<file path="config.mk">
export PLATFORM = sky130hd
export DESIGN_NAME = fetch_queue
export DESIGN_NICKNAME = d
export VERILOG_FILES = /design/src/rtl/fetch_queue_pkg.sv /design/src/rtl/fq_storage.sv /design/src/rtl/fetch_queue.sv
export SDC_FILE = /design/constraint.sdc
export NUM_CORES = 1
export LEC_CHECK = 0
export BUFFER_PORTS_ARGS = -buffer_cell sky130_fd_sc_hd__buf_2
export CAP_MARGIN = 10
export CORE_ASPECT_RATIO = 1.4
export CORE_MARGIN = 2
export CORE_UTILIZATION = 30
export DETAILED_ROUTE_END_ITERATION = 16
export PLACE_DENSITY = 0.48
export SLEW_MARGIN = 20
export SYNTH_ARGS = -nofsm -noshare
export SYNTH_HDL_FRONTEND = slang
export SYNTH_SLANG_ARGS = --single-unit
</file>
<file path="constraint.sdc">
create_clock -name clk -period 8.6 [get_ports clk]
set_clock_uncertainty 0.05 [all_clocks]
set_input_delay 0.43 -clock clk [delete_from_list [all_inputs] [get_ports clk]]
set_output_delay 0.43 -clock clk [all_outputs]
set_load 0.005 [all_outputs]
</file>
<file path="src/rtl/fetch_queue_pkg.sv">
// Shared definitions for the instruction-fetch front end: reset PC,
// word stride and the {pc, inst} entry layout held in the queue.
package fetch_queue_pkg;

  localparam logic [31:0] RESET_PC_DEFAULT = 32'h0000_0000;
  localparam logic [31:0] WORD_OFFSET      = 32'd4;
  localparam int          ENTRY_W          = 64;

  typedef struct packed {
    logic [31:0] pc;
    logic [31:0] inst;
  } fetch_entry_t;

  function automatic fetch_entry_t make_entry(input logic [31:0] pc,
                                              input logic [31:0] inst);
    fetch_entry_t e;
    e.pc   = pc;
    e.inst = inst;
    return e;
  endfunction

endpackage

</file>
<file path="src/rtl/fq_storage.sv">
// DEPTH x 64 register array: one synchronous write port, one combinational
// read port. Contents are intentionally not reset.
module fq_storage
  import fetch_queue_pkg::*;
#(
  parameter int DEPTH = 4,
  parameter int AW    = $clog2(DEPTH)
) (
  input  logic          clk,
  input  logic          wr_en,
  input  logic [AW-1:0] wr_addr,
  input  fetch_entry_t  wr_data,
  input  logic [AW-1:0] rd_addr,
  output fetch_entry_t  rd_data
);

  fetch_entry_t mem [DEPTH];

  always_ff @(posedge clk) begin
    if (wr_en) begin
      mem[wr_addr] <= wr_data;
    end
  end

  assign rd_data = mem[rd_addr];

endmodule

</file>
<file path="src/rtl/fetch_queue.sv">
// Fetch front end: owns the fetch PC, drives the ROM word address and
// buffers {pc, inst} pairs so issue stalls do not stall fetch.
module fetch_queue
  import fetch_queue_pkg::*;
#(
  parameter int          DEPTH    = 4,
  parameter int          ROM_AW   = 7,
  parameter logic [31:0] RESET_PC = RESET_PC_DEFAULT
) (
  input  logic                       clk,
  input  logic                       rst,
  output logic [ROM_AW-1:0]          rom_addr,
  input  logic [31:0]                rom_data,
  input  logic                       redirect,
  input  logic [31:0]                redirect_pc,
  input  logic                       deq_ready,
  output logic                       deq_valid,
  output logic [31:0]                deq_pc,
  output logic [31:0]                deq_inst,
  output logic [31:0]                fetch_pc,
  output logic [$clog2(DEPTH+1)-1:0] count
);

  localparam int PW = (DEPTH > 1) ? $clog2(DEPTH) : 1;
  localparam int CW = $clog2(DEPTH + 1);
  localparam logic [CW-1:0] DEPTH_C = CW'(DEPTH);

  logic [PW-1:0] wr_ptr;
  logic [PW-1:0] rd_ptr;
  logic          do_enq;
  logic          do_deq;
  logic          not_empty;
  fetch_entry_t  head;
  fetch_entry_t  new_entry;

  assign rom_addr  = fetch_pc[ROM_AW+1:2];
  assign not_empty = (count != '0);

  // Redirect overrides both directions; a full queue may still enqueue
  // when its head leaves in the same cycle.
  assign do_deq = not_empty & deq_ready & ~redirect;
  assign do_enq = ~redirect & ((count < DEPTH_C) | do_deq);

  assign new_entry = make_entry(fetch_pc, rom_data);

  always_ff @(posedge clk or negedge rst) begin
    if (!rst) begin
      fetch_pc <= RESET_PC;
      wr_ptr   <= '0;
      rd_ptr   <= '0;
      count    <= '0;
    end else if (redirect) begin
      fetch_pc <= redirect_pc;
      wr_ptr   <= '0;
      rd_ptr   <= '0;
      count    <= '0;
    end else begin
      if (do_enq) begin
        wr_ptr   <= wr_ptr + PW'(1);
        fetch_pc <= fetch_pc + WORD_OFFSET;
      end
      if (do_deq) begin
        rd_ptr <= rd_ptr + PW'(1);
      end
      case ({do_enq, do_deq})
        2'b10:   count <= count + CW'(1);
        2'b01:   count <= count - CW'(1);
        default: count <= count;
      endcase
    end
  end

  fq_storage #(
    .DEPTH (DEPTH),
    .AW    (PW)
  ) u_storage (
    .clk     (clk),
    .wr_en   (do_enq),
    .wr_addr (wr_ptr),
    .wr_data (new_entry),
    .rd_addr (rd_ptr),
    .rd_data (head)
  );

  // Head is gated on occupancy only, so deq_ready never reaches deq_*.
  assign deq_valid = not_empty;
  assign deq_pc    = not_empty ? head.pc   : 32'h0;
  assign deq_inst  = not_empty ? head.inst : 32'h0;

endmodule

</file>
Word-level counts from Yosys, hierarchy flattened
Memories as Yosys holds them, arrays and structs flattened.
Cells that the tools add are included.

storage, ports and cells
  output and inout port bits = 107
  register bits after elaboration = 39
  memories = 1
  latch bits = 0
  input port bits = 68
  logic and storage cells = 34
  memory bits (writable) = 256
  bits in read-only memories = 0

operators by class
  equal/unequal tests = 2
  multiplexer cells = 12
  multiply operators = 0
  reduce and logical (&&, ||, !) cells = 4
  $lt $le $gt $ge = 1
  $add $sub $neg = 5
  div/mod/pow operators = 0
  bitwise operators = 5
  shift-type cells = 0

memories
  memory         depth  bits a word  read ports  clocked after memory_dff  write ports  RTL line          source
  u_storage.mem  4      64           1           0                         1            fq_storage.sv:17  fetch_entry_t mem [DEPTH];

operators with widths
  cell                                                                   number
  32-bit 2-to-1 mux                                                      4
  32-bit by 3-bit adder with 32-bit output, second input constant        1
  2-bit 2-to-1 mux                                                       4
  3-bit one-hot mux with 2 select lines                                  1
  3-bit nonzero test                                                     2
  2-bit by 1-bit adder with 2-bit output, second input constant          2
  2-bit nonzero test                                                     2
  3-bit by 1-bit adder with 3-bit output, second input constant          1
  1-bit AND                                                              3
  3-bit less-than comparator, second input constant                      1
  3-bit 2-to-1 mux                                                       1
  3-bit by 1-bit subtractor with 3-bit output, second input constant     1
  2-bit by 1-bit equality test with 1-bit output, second input constant  1
  2-bit equality test, second input constant                             1
  1-bit 2-to-1 mux                                                       2
  1-bit NOT                                                              1
  1-bit bitwise OR                                                       1

Logic depth before layout (Yosys ltp)
  word-level depth = 8
  depth in mapped cells = 7
  mapped depth without buffers = 5

By module
From an unflattened synthesis, not the netlist that was laid out.

second synthesis, totals
  cell total of the unflattened synthesis = 668
  area total of the unflattened synthesis = 12,090.3 µm²

modules (own cells, without submodules)
  module       area an instance (µm²)  cells an instance  instances
  fq_storage   9,341.5                 338                1
  fetch_queue  2,748.9                 330                1

Worst setup path after synthesis
No wires, ideal clock.

  path type = input-to-reg
  start point = in redirect
  end point = mem u_storage.mem[0][0] in the netlist's numbering, enable pin
  arrival time = 2.534 ns
  setup slack = 5.587 ns
  stages = 4
  required time = 8.121 ns
  setup time = 0.429 ns
  cell sequence = buf_2 -> clkinv_1 -> clkbuf_1 -> and3_1

on the way
  cells in the longest elaborated chain, start to end = 6

RTL lines
  item                                      RTL line                              source
  start, declared                           fetch_queue.sv:14                     input logic redirect,
  1-bit NOT *                               fetch_queue.sv:41, fetch_queue.sv:42
  1-bit AND                                 fetch_queue.sv:41                     assign do_deq = not_empty & deq_ready & ~redirect;
  1-bit bitwise OR                          fetch_queue.sv:42                     assign do_enq = ~redirect & ((count < DEPTH_C) | do_deq);
  1-bit AND *                               fetch_queue.sv:42
  1-bit 2-to-1 mux *                        fq_storage.sv:20                      if (wr_en) begin
  1-bit 2-to-1 mux (implied by the code) *  fq_storage.sv:21                      mem[wr_addr] <= wr_data;
  end, declared                             fq_storage.sv:17

Every way passes the cells marked *; elsewhere a longest branch is shown, timed or not.

Final worst setup path
  start point = reg rd_ptr[0]
  end point = out deq_pc[10]

on the way
  cells in the longest elaborated chain, start to end = 2

RTL lines
  item                    RTL line           source
  start, declared         fetch_queue.sv:29  logic [PW-1:0] rd_ptr;
  start signal, assigned  fetch_queue.sv:63  rd_ptr <= rd_ptr + PW'(1);
  memory 4 x 64 bit       -
  32-bit 2-to-1 mux       fetch_queue.sv:87  assign deq_pc = not_empty ? head.pc : 32'h0;
  end, declared           fetch_queue.sv:18  output logic [31:0] deq_pc,

No other way between the ends.

==> metrics.md <==
| Metric | Value |
|---|---|
| Worst EP arrival | 3.10 ns |
| Row cnt | 86 |
| Syn Area/Cell | 18.0 um^2 |
| Area grow syn2layout | 20.6% |
| Post-synth top flop | edfxtp_1 |
| HPWL Detailed | 16,500 um |
| Syn_nets | 734 |
| Drt drc | 0 |
| Least-Margin Pin Slew | 1.08 ns |
| Static Leak | 4.95 nW |
| Max Clock Freq | 0.279 GHz |
| First-pass GRT wire length | 41,700 um |
| Die Height | 240 um |
| Antenna cell count | 0 |
| TNS Setup | 0 ns |
| RSZ-0062 raised after global routing | no |
| H-tree Lvls | 1 |
| Sequential element share of the synthesized area | 72.8% |
| Die area | 41,300 um^2 |
| Port bufs | 174 |
| Kind of critical path | reg2out |
| Routed wire per std cell | 20.0 um |
| Cells after Synth | 660 |
| Min Tclk post-route | 3.58 ns |
| Fin cells | 1,385 |
| Clock Tree Buf Depth | 3 |
| Worst EP required | 8.12 ns |
| YS warnings | 0 |
| Rel. slew slack | 28.2% |
| Post_cts resized | 0 |
| Final Util | 36.6% |
| Root Driver | clkbuf_16 |
| Antenna viol nets, final | 0 |
| Crit path max fanout | 35 |
| PD cells | 281 nW/um^2 |
| Initial DRC count | 319 |
| CTS tree | yes |
| Filler cells | 3,715 |
| Crit share post-route | 41.6% |
| Share of layout cells above drive strength 1 | 35.2% |
| Post-synth EDFFs | 256 |
| Placed Cells | 1,320 |
| Largest net degree at the start of global routing | 66 |
| Cell area after synthesis | 11,900 um^2 |
| Status | completed |
| Vias in the first global route | 6,776 |
| Final setup fails | 0 |
| CORE AREA | 39,300 um^2 |
| Clk pin slew, worst setup/hold paths | 0.06 ns |
| # Post-CTS Setup Buffers | 0 |
| Clock sink total | 295 |
| DR vias | 6,458 |
| Total gr overflow | 0 |
| Placer's final routability congestion estimate | 0.724 |
| Setup crit end kind | output port |
| Fin. Hold Viols | 0 |
| Synth cell types | 38 |
| Maximum vdd drop | 0.130 mV |
| Cts hold-fix bufs | 8 |
| Initial DRT Pass Iterations | 4 |
| Number of buffers created by CTS | 29 |
| Slew Viols, Final | 0 |
| Flop and latch count out of synthesis | 295 |
| # Max-Cap Violations | 0 |
| Async set-reset flop share out of synthesis | 13.2% |
| HP Class | in2reg |
| Tot GR Track Use | 13.5% |
| Fin nets | 908 |
| # IOs | 175 |
| CP Launch Type | flop |
| Starting Density | 30.3% |
| Flop2flop setup slack | 6.03 ns |
| Fin Hold WS | 0.0320 ns |
| Final wirelength | 27,700 um |
| Vias/cell | 4.66 |
| Initial antenna violation count | 1 |
| Die outline width | 172 um |
| Clk Latency, worst-skew pair | 0.57 ns |
Yosys cell counts (7+ instances only):
master | instances | area share, %
a31oi_1 | 17 | 0.89
and2_1 | 64 | 3.4
buf_4 | 7 | 0.44
clkbuf_1 | 28 | 0.88
dfrtp_1 | 39 | 8.2
edfxtp_1 | 256 | 65
inv_1 | 7 | 0.22
mux4_2 | 64 | 12
nand2_1 | 26 | 0.82
nand3_1 | 15 | 0.63
nor2_1 | 23 | 0.72
o21ai_0 | 13 | 0.55
o31ai_1 | 15 | 0.95
or4_1 | 19 | 1.2
xnor2_1 | 8 | 0.59
cell type report:
type / instances / area (um^2) / area share [%]
multi-input combinational: 312 / 3020 / 21.0
sequential: 295 / 8670 / 60.4
timing repair buffer: 188 / 1030 / 7.20
clock inverter: 19 / 190 / 1.32
inverter: 8 / 30.0 / 0.209
tap: 528 / 661 / 4.60
clock buffer: 35 / 758 / 5.28
where the power goes:
group | switching (mW) | internal, mW | leakage (nW)
Combinational | 0.438 | 0.463 | 1.70
Clock | 0.554 | 0.701 | 0.447
Sequential | 0.141 | 1.74 | 2.80
Total | 1.13 | 2.91 | 4.95
layout by cell type, fill, tap and decap left out, types with 3 or more instances in the layout:
| master | synthesis | layout |
|---|---|---|
| a211oi_1 | 4 | 4 |
| a21oi_1 | 5 | 5 |
| a31oi_1 | 17 | 17 |
| and2_1 | 64 | 64 |
| and3_4 | 0 | 4 |
| buf_2 | 6 | 173 |
| buf_4 | 7 | 4 |
| clkbuf_1 | 28 | 5 |
| clkbuf_16 | 0 | 29 |
| clkinv_2 | 0 | 4 |
| clkinvlp_4 | 0 | 6 |
| dfrtp_1 | 39 | 37 |
| dlygate4sd3_1 | 0 | 9 |
| edfxtp_1 | 256 | 256 |
| ha_1 | 5 | 5 |
| inv_1 | 7 | 7 |
| mux4_2 | 64 | 64 |
| nand2_1 | 26 | 26 |
| nand3_1 | 15 | 15 |
| nand4_1 | 4 | 4 |
| nor2_1 | 23 | 23 |
| o211ai_1 | 4 | 4 |
| o21ai_0 | 13 | 13 |
| o31ai_1 | 15 | 15 |
| or4_1 | 19 | 19 |
| xnor2_1 | 8 | 8 |
| xor2_1 | 3 | 3 |
sequential cells by signal, summed over array words and instances, names as in the netlist:
signal / flops
fetch_pc: 32
wr_ptr: 2
count: 3
u_storage.mem: 256
rd_ptr: 2
worst paths after layout:
| path | cells past startpoint | start | endpoint |
|---|---|---|---|
| worst max-delay path | 4 | rd_ptr[0] | deq_pc[10] |
| worst min-delay path | 3 | redirect_pc[6] | fetch_pc[6] |
| worst max register to register | 5 | fetch_pc[2] | fetch_pc[18] |
| worst min register to register | 0 | fetch_pc[0] | u_storage.mem[3][32] |
| max in group asynchronous | 2 | rst | rd_ptr[0] |
| min in group asynchronous | 2 | rst | fetch_pc[16] |
routing by layer:
metal  global-route usage [%]  wire (um)  vias to the layer above
met5                        0          0                        -
met4                     4.53        630                        0
met3                     2.00       1310                       39
met2                     24.1      14700                      153
met1                     16.6      11000                     3305
li1                         -          -                     2961
metrics by stage:
step	area (um^2)	total power, mW	setup WS, ns
6_report	14400	4.04	5.02
5_1_grt	14400	4.27	4.73
4_1_cts	14300	4.13	4.86
3_5_place_dp	13300	2.86	5.29
3_3_place_gp	13300	2.86	5.32
2_1_floorplan	11900	2.43	5.59
logic make-up after synthesis:
| kind of cell | count (synthesis) | share of synthesized area [%] |
|---|---|---|
| compound gates | 61 | 3.36 |
| fa+ha+maj | 6 | 0.694 |
| simple gates | 166 | 7.89 |
| other cells | 1 | 0.0315 |
| buf+inv | 53 | 2.08 |
| flops | 295 | 72.8 |
| mux | 67 | 12.4 |
| xor+xnor | 11 | 0.809 |
critical path, stage by stage, from the launching register on:
cell and delay, ns:
dfrtp_4 0.87, buf_4 0.73, mux4_2 0.60, and2_1 0.21, buf_2 0.14
No activity file was read; power rests on OpenSTA's default activity.
